## config.mk

```make
export PLATFORM = sky130hd
export DESIGN_NAME = control_fsm
export DESIGN_NICKNAME = d
export VERILOG_FILES = /design/src/rtl/control_fsm.sv
export SDC_FILE = /design/constraint.sdc
export NUM_CORES = 1
export LEC_CHECK = 0
export CAP_MARGIN = 10
export CORE_UTILIZATION = 50
export DETAILED_ROUTE_END_ITERATION = 16
export PLACE_DENSITY = 0.84
export SKIP_CTS_REPAIR_TIMING = 1
export SLEW_MARGIN = 20
export SYNTH_ARGS = -nofsm -noshare
export SYNTH_HDL_FRONTEND = slang
export SYNTH_SLANG_ARGS = --single-unit
```

## constraint.sdc

```tcl
create_clock -name clk -period 3.31 [get_ports clk]
set_input_delay 0.662 -clock clk [delete_from_list [all_inputs] [get_ports clk]]
set_output_delay 0.662 -clock clk [all_outputs]
set_load 0.02 [all_outputs]
```

## src/rtl/control_fsm.sv

```systemverilog
// Multicycle RV32I control unit: accepts one instruction per handshake and sequences
// the datapath through DECODE, EXEC, MEM and WB, driving its control ports.
module control_fsm (
    input  logic        clk,
    input  logic        rst,
    input  logic        instr_valid,
    input  logic [31:0] instruction,
    output logic        instr_ready,
    output logic        RegWrite,
    output logic        ALUSrc,
    output logic [3:0]  ALUop,
    output logic        MemWrite,
    output logic        MemRead,
    output logic        MemtoReg,
    output logic        done,
    output logic        illegal
);

    typedef enum logic [2:0] {S_IDLE, S_DECODE, S_EXEC, S_MEM, S_WB} state_t;
    typedef enum logic [1:0] {C_ALU, C_LOAD, C_STORE} class_t;

    localparam logic [3:0] OP_AND = 4'b0000;
    localparam logic [3:0] OP_OR  = 4'b0001;
    localparam logic [3:0] OP_ADD = 4'b0010;
    localparam logic [3:0] OP_XOR = 4'b0011;
    localparam logic [3:0] OP_SLL = 4'b0100;
    localparam logic [3:0] OP_SRL = 4'b0101;
    localparam logic [3:0] OP_SUB = 4'b0110;
    localparam logic [3:0] OP_SLT = 4'b0111;

    localparam logic [6:0] OPC_R     = 7'b0110011;
    localparam logic [6:0] OPC_I     = 7'b0010011;
    localparam logic [6:0] OPC_LOAD  = 7'b0000011;
    localparam logic [6:0] OPC_STORE = 7'b0100011;

    state_t      state, state_next;
    logic [31:0] instr_q;
    logic        alusrc_r, memtoreg_r, rd_nz_r;
    logic [3:0]  aluop_r;
    class_t      class_r;

    logic        dec_legal, dec_alusrc, dec_memtoreg;
    logic [3:0]  dec_aluop;
    class_t      dec_class;

    logic [6:0]  opcode, funct7;
    logic [2:0]  funct3;
    logic        unused_fields;

    assign opcode        = instr_q[6:0];
    assign funct3        = instr_q[14:12];
    assign funct7        = instr_q[31:25];
    // rs1/rs2 belong to the datapath; only opcode, funct and rd matter for control.
    assign unused_fields = ^instr_q[24:15];

    // Shared funct3 -> ALU function map for R-type and I-type ALU instructions.
    function automatic logic [3:0] alu_for_funct3(input logic [2:0] f3);
        case (f3)
            3'b000:  return OP_ADD;
            3'b001:  return OP_SLL;
            3'b010:  return OP_SLT;
            3'b100:  return OP_XOR;
            3'b101:  return OP_SRL;
            3'b110:  return OP_OR;
            3'b111:  return OP_AND;
            default: return OP_ADD;
        endcase
    endfunction

    // NOTE: every signal written here gets a default first, so no path can infer a latch.
    always_comb begin
        dec_legal    = 1'b0;
        dec_alusrc   = 1'b0;
        dec_aluop    = OP_ADD;
        dec_memtoreg = 1'b0;
        dec_class    = C_ALU;
        case (opcode)
            OPC_R: begin
                if (funct7 == 7'b0000000 && funct3 != 3'b011) begin
                    dec_legal = 1'b1;
                    dec_aluop = alu_for_funct3(funct3);
                end else if (funct7 == 7'b0100000 && funct3 == 3'b000) begin
                    dec_legal = 1'b1;
                    dec_aluop = OP_SUB;
                end
            end
            OPC_I: begin
                dec_alusrc = 1'b1;
                dec_aluop  = alu_for_funct3(funct3);
                if (funct3 == 3'b001 || funct3 == 3'b101)
                    dec_legal = (funct7 == 7'b0000000);
                else
                    dec_legal = (funct3 != 3'b011);
            end
            OPC_LOAD: begin
                dec_legal    = (funct3 == 3'b010);
                dec_alusrc   = 1'b1;
                dec_memtoreg = 1'b1;
                dec_class    = C_LOAD;
            end
            OPC_STORE: begin
                dec_legal  = (funct3 == 3'b010);
                dec_alusrc = 1'b1;
                dec_class  = C_STORE;
            end
            default: ;
        endcase
    end

    // NOTE: sequential state uses non-blocking assignments only, so every register
    // samples the pre-edge values regardless of statement order.
    always_ff @(posedge clk or posedge rst) begin
        if (rst) begin
            state      <= S_IDLE;
            instr_q    <= '0;
            alusrc_r   <= 1'b0;
            aluop_r    <= OP_AND;
            memtoreg_r <= 1'b0;
            class_r    <= C_ALU;
            rd_nz_r    <= 1'b0;
        end else begin
            state <= state_next;
            if (state == S_IDLE && instr_valid)
                instr_q <= instruction;
            // Illegal words leave the previous control settings on the datapath.
            if (state == S_DECODE && dec_legal) begin
                alusrc_r   <= dec_alusrc;
                aluop_r    <= dec_aluop;
                memtoreg_r <= dec_memtoreg;
                class_r    <= dec_class;
                rd_nz_r    <= (instr_q[11:7] != 5'd0);
            end
        end
    end

    always_comb begin
        state_next  = state;
        instr_ready = 1'b0;
        RegWrite    = 1'b0;
        MemWrite    = 1'b0;
        MemRead     = 1'b0;
        done        = 1'b0;
        illegal     = 1'b0;
        case (state)
            S_IDLE: begin
                instr_ready = 1'b1;
                if (instr_valid)
                    state_next = S_DECODE;
            end
            S_DECODE: begin
                if (dec_legal) begin
                    state_next = S_EXEC;
                end else begin
                    done       = 1'b1;
                    illegal    = 1'b1;
                    state_next = S_IDLE;
                end
            end
            S_EXEC: begin
                state_next = (class_r == C_ALU) ? S_WB : S_MEM;
            end
            S_MEM: begin
                if (class_r == C_STORE) begin
                    MemWrite   = 1'b1;
                    done       = 1'b1;
                    state_next = S_IDLE;
                end else begin
                    MemRead    = 1'b1;
                    state_next = S_WB;
                end
            end
            S_WB: begin
                RegWrite   = rd_nz_r;
                done       = 1'b1;
                state_next = S_IDLE;
            end
            default: state_next = S_IDLE;
        endcase
    end

    assign ALUSrc   = alusrc_r;
    assign ALUop    = aluop_r;
    assign MemtoReg = memtoreg_r;

endmodule

```

Word-level counts from Yosys, hierarchy flattened. Index checks and enable logic that the tools add are counted.

Register bits: 44. Output and inout bits: 12. Word-level logic and storage cells: 62.

Equal/unequal tests: 18. Multiplexer cells: 25. Reduce and logical (&&, ||, !) cells: 12.

Operator list (number): equality test 7 x 6 -> 1 bit (second input constant) (3); case mux 3 bit (6 select lines) (1); equality test 3 bit (second input constant) (5); 2-to-1 mux 1 bit (13); 2-to-1 mux 3 bit (4); case mux 3 bit (4 select lines) (1); equality test 3 x 2 -> 1 bit (second input constant) (3); case mux 4 bit (2 select lines) (1); equality test 7 x 2 -> 1 bit (second input constant) (1); equality test 7 x 5 -> 1 bit (second input constant) (1); logical NOT 7 bit (1); equality test 3 x 1 -> 1 bit (second input constant) (2); logical NOT 3 bit (2); case mux 1 bit (3 select lines) (2); nonzero test 5 bit (1); logical AND 1 bit (4); 2-to-1 mux 4 bit (1); case mux 2 bit (2 select lines) (1); inequality test 3 x 2 -> 1 bit (second input constant) (1); OR reduction 3 bit (1); equality test 2 bit (second input constant) (1); logical NOT 2 bit (1); 2-to-1 mux 2 bit (1); inequality test 2 bit (second input constant) (1); other kinds (2) (2).

Longest topological paths before layout.
Word-level depth: 7. Gate-level depth with buffers: 7.

Worst setup path after synthesis. Ideal clock, no wire load.

Path kind: register to output. Start: reg instr_q[13]. End: out done. Cell stages (with the launch flop): 6. Data required time: 2.648 ns. Path buffers: 0. Arrival time: 1.637 ns. Slack: 1.011 ns. Cell sequence: dfrtp_1 and2b_2 nor2_1 a2111oi_4 or2_2 o21ai_0.

Word-level cells in the longest chain between the ends: 7.

Ends and longest elaborated chain: start, declared (RTL line 37) `logic [31:0] instr_q;`; start signal, assigned (RTL line 124) `instr_q <= instruction;`; logical NOT 3 bit (RTL line 82) `end else if (funct7 == 7'b0100000 && funct3 == 3'b000) begin`; logical AND 1 bit (RTL line 82); 2-to-1 mux 1 bit (RTL line 82); 2-to-1 mux 1 bit (RTL line 79) `if (funct7 == 7'b0000000 && funct3 != 3'b011) begin`; case mux 1 bit (3 select lines) * (RTL line 77) `case (opcode)`; 2-to-1 mux 1 bit * (RTL line 151) `if (dec_legal) begin`; case mux 1 bit (3 select lines) * (RTL line 144) `case (state)`; end, declared (RTL line 15) `output logic done,`.

Every way passes the cells marked *; elsewhere a longest branch is shown, timed or not.

Worst setup path after layout.
Start: reg instr_q[3]. End: out done.

Word-level cells in the longest chain between the ends: 5.

Ends and longest elaborated chain (RTL line): equality test 7 x 6 -> 1 bit or equality test 7 x 2 -> 1 bit (tied branches) (77); OR reduction 2 bit (no source line); case mux 1 bit (3 select lines) * (77); 2-to-1 mux 1 bit * (151); case mux 1 bit (3 select lines) * (144).

Marks and branches as above.

==> out/qor.csv <==
metric;value;unit
rsz0062_at_grt;no;
ys_ff_latch;32;
stdcell_area;2030;um^2
synth-compound-area-share;9.08;%
netlist_instances;134;
synth_nets;169;
synthMuxAreaShare;19.8;%
crit_end;done;
drt-vias-per-instance;5.23;
grt_pass1_wl;5390;um
reg2reg_to;ALUop[1]$_DFFE_PP0P_;
rows;19;
power_density;485;nW/um^2
multiInputGateArea;702;um^2
n_antenna_cell;0;
io_buffers;35;
fin_crit_sh;95.1;%
fill_cells;238;
violations;design-rule violations;
final-seq-area;801;um^2
hpwl;2310;um
cts_tree;done;
fin_util;70.5;%
tns;0;ns
clk_path_buf_depth;2;
grt_max_degree;33;
status;finished, violations left;
cpPeakStageDelay;0.54;ns
synth_top_family_by_area;multiplexers;
initial_core_util;54.6;%
gp_congestion;0.898;
drive_above_1_share;23.1;%
synth-simple-area-share;15.6;%
timing.rr.start;instr_q[3]$_DFFE_PP0P_;
p_leak;0.833;nW
finalSetupViolCount;0;
numCtsBuffers;5;
vias;1124;
drt-initial-drc-count;71;
crit_type;flip-flop to output pin;
yosys.cell_types.count;35;
post_drt_wl_per_cell;14.2;um
die_area;3370;um^2
synth_area_per_cell;11.7;um^2
layout_common_cells;35 x clkdlybuf4s50_1, 32 x dfrtp_1, 20 x mux2_2;
drv_cap;0;
hp-class;flip-flop to flip-flop;
grt_pass1_vias;1218;
worstRegToRegCells;5;
die_h;58.0;um
areaGrowthSynthToFinish;29.1;%
num_io_pins;47;
final_hold_viol_count;0;
fmax;318;MHz
antenna_found_initial;0;
overflow;0;
critPathRequiredTime;2.65;ns
start_kind;flip-flop;
yosysSeqAreaShare;51.0;%
syn-cell-area;1570;um^2
routed_wl;3050;um
drc;3;
slowest_stage;clkdlybuf4s50_1;
layout_commonest_cell;clkdlybuf4s50_1;
fp.dieW;58.0;um
yosys_warnings;0;
clkSinkCount;32;
htreeDepth;2;
firstDrtPassIters;10;
fin_skew;0.00804;ns
root_buffer;clkbuf_4;
coreArea;2880;um^2
crit_chain;and4bb_2 > nand3b_1 > nor4b_2 > or2_2 > o21ai_0 > clkdlybuf4s50_1;
nets;207;
rrSetupSlack;1.10;ns
ant_nets;0;
synthXorXnorAreaFrac;0;%
fin_crit;3.15;ns
insertion_delay;0.35;ns
grt_use_total;22.1;%
startpoint;instr_q[3]$_DFFE_PP0P_;
slew_viol_final;0;
cts.clk_slew.worst_paths;0.10;ns
arrival;2.49;ns
yosys.area_share.adder;0;%
cp_max_fo;4;
endpoint_kind;output pin;
peakVddDrop;0.269;mV
total_power;0.000984;W
place_area;1950;um^2
[worst max-delay path, delay by kind of cell (launching register included)]
kind | cells | cell delay (ns)
DFF | 1 | 0.40
AOI/OAI and AO/OA | 1 | 0.07
buffers and inverters | 1 | 0.54
and+or+nand+nor | 4 | 1.13
[Yosys cell counts (all sizes together)]
master | count | area share, %
and3b | 1 | 0.56
dfrtp | 32 | 51
o311a | 1 | 0.72
nor4b | 1 | 0.96
and4bb | 1 | 0.80
o21ba | 1 | 0.64
o211ai | 1 | 0.48
a22oi | 1 | 0.48
buf | 5 | 2.2
and2 | 2 | 0.80
mux2i | 4 | 2.5
mux2 | 23 | 17
or2 | 1 | 0.40
clkbuf | 1 | 0.24
nand3b | 4 | 1.9
nor3 | 4 | 1.3
inv | 8 | 1.9
a21oi | 7 | 2.2
conb | 1 | 0.24
o21ai | 7 | 2.2
nor2 | 9 | 2.2
and3 | 2 | 0.80
and2b | 2 | 1.0
nor3b | 1 | 0.48
nand2 | 9 | 2.3
or3 | 1 | 0.40
a2111oi | 2 | 2.3
nor4 | 2 | 1.8
[layout make-up]
cell class	instances	area share, %
Tap cell	42	2.59
Sequential cell	32	39.5
Clock inverter	2	1.73
Multi-Input combinational cell	88	34.6
Inverter	8	1.48
Clock buffer	6	2.04
Timing Repair Buffer	37	18.0
[where the power goes]
group          switching, W  internal [W]
clock network      0.000133      0.000158
registers         0.0000489      0.000447
logic             0.0000792      0.000117
total              0.000261      0.000722
[how the worst min path moves through the flow]
| stage | end | slack (ns) | from | depth (start not counted) |
|---|---|---|---|---|
| after floorplan | instr_q[0]$_DFFE_PP0P_ | 0.47 | instr_q[0]$_DFFE_PP0P_ | 1 |
| after global placement | instr_q[1]$_DFFE_PP0P_ | 0.48 | instr_q[1]$_DFFE_PP0P_ | 1 |
| after detailed placement | instr_q[1]$_DFFE_PP0P_ | 0.50 | instr_q[1]$_DFFE_PP0P_ | 1 |
| after CTS | rd_nz_r$_DFFE_PP0P_ | 0.53 | rd_nz_r$_DFFE_PP0P_ | 1 |
| after global routing | instr_q[7]$_DFFE_PP0P_ | 0.54 | instr_q[7]$_DFFE_PP0P_ | 1 |
| final | rd_nz_r$_DFFE_PP0P_ | 0.52 | rd_nz_r$_DFFE_PP0P_ | 1 |
[layer usage]
layer	part of all wire, %	track usage, %	wire (um)	up-vias
met2	51	38.3	1570	41
li1	-	-	-	546
met5	0	0	0	-
met4	1.4	12.6	44	0
met1	41	24.8	1250	531
met3	6.2	5.13	188	6
[sequential cells by signal, summed over array words and instances, names as in the netlist]
name,cells
instr_q,22
ALUop,3
state,3
class_r,2
ALUSrc,1
rd_nz_r,1
[stage by stage]
step / instances / worst slack (ns) / hold WS (ns)
3_5_place_dp: 207 / 0.544 / 0.504
2_1_floorplan: 134 / 1.01 / 0.472
3_3_place_gp: 207 / 0.616 / 0.484
5_1_grt: 215 / 0.0369 / 0.544
4_1_cts: 215 / 0.160 / 0.529
6_report: 215 / 0.163 / 0.522
[cells by family after synthesis]
group	count (synthesis)
AND/OR/NAND/NOR	40
flip-flops	32
multiplexers	27
AO/OA/AOI/OAI	20
buffers and inverters	14
other	1
No activity file was read; power rests on OpenSTA's default activity.
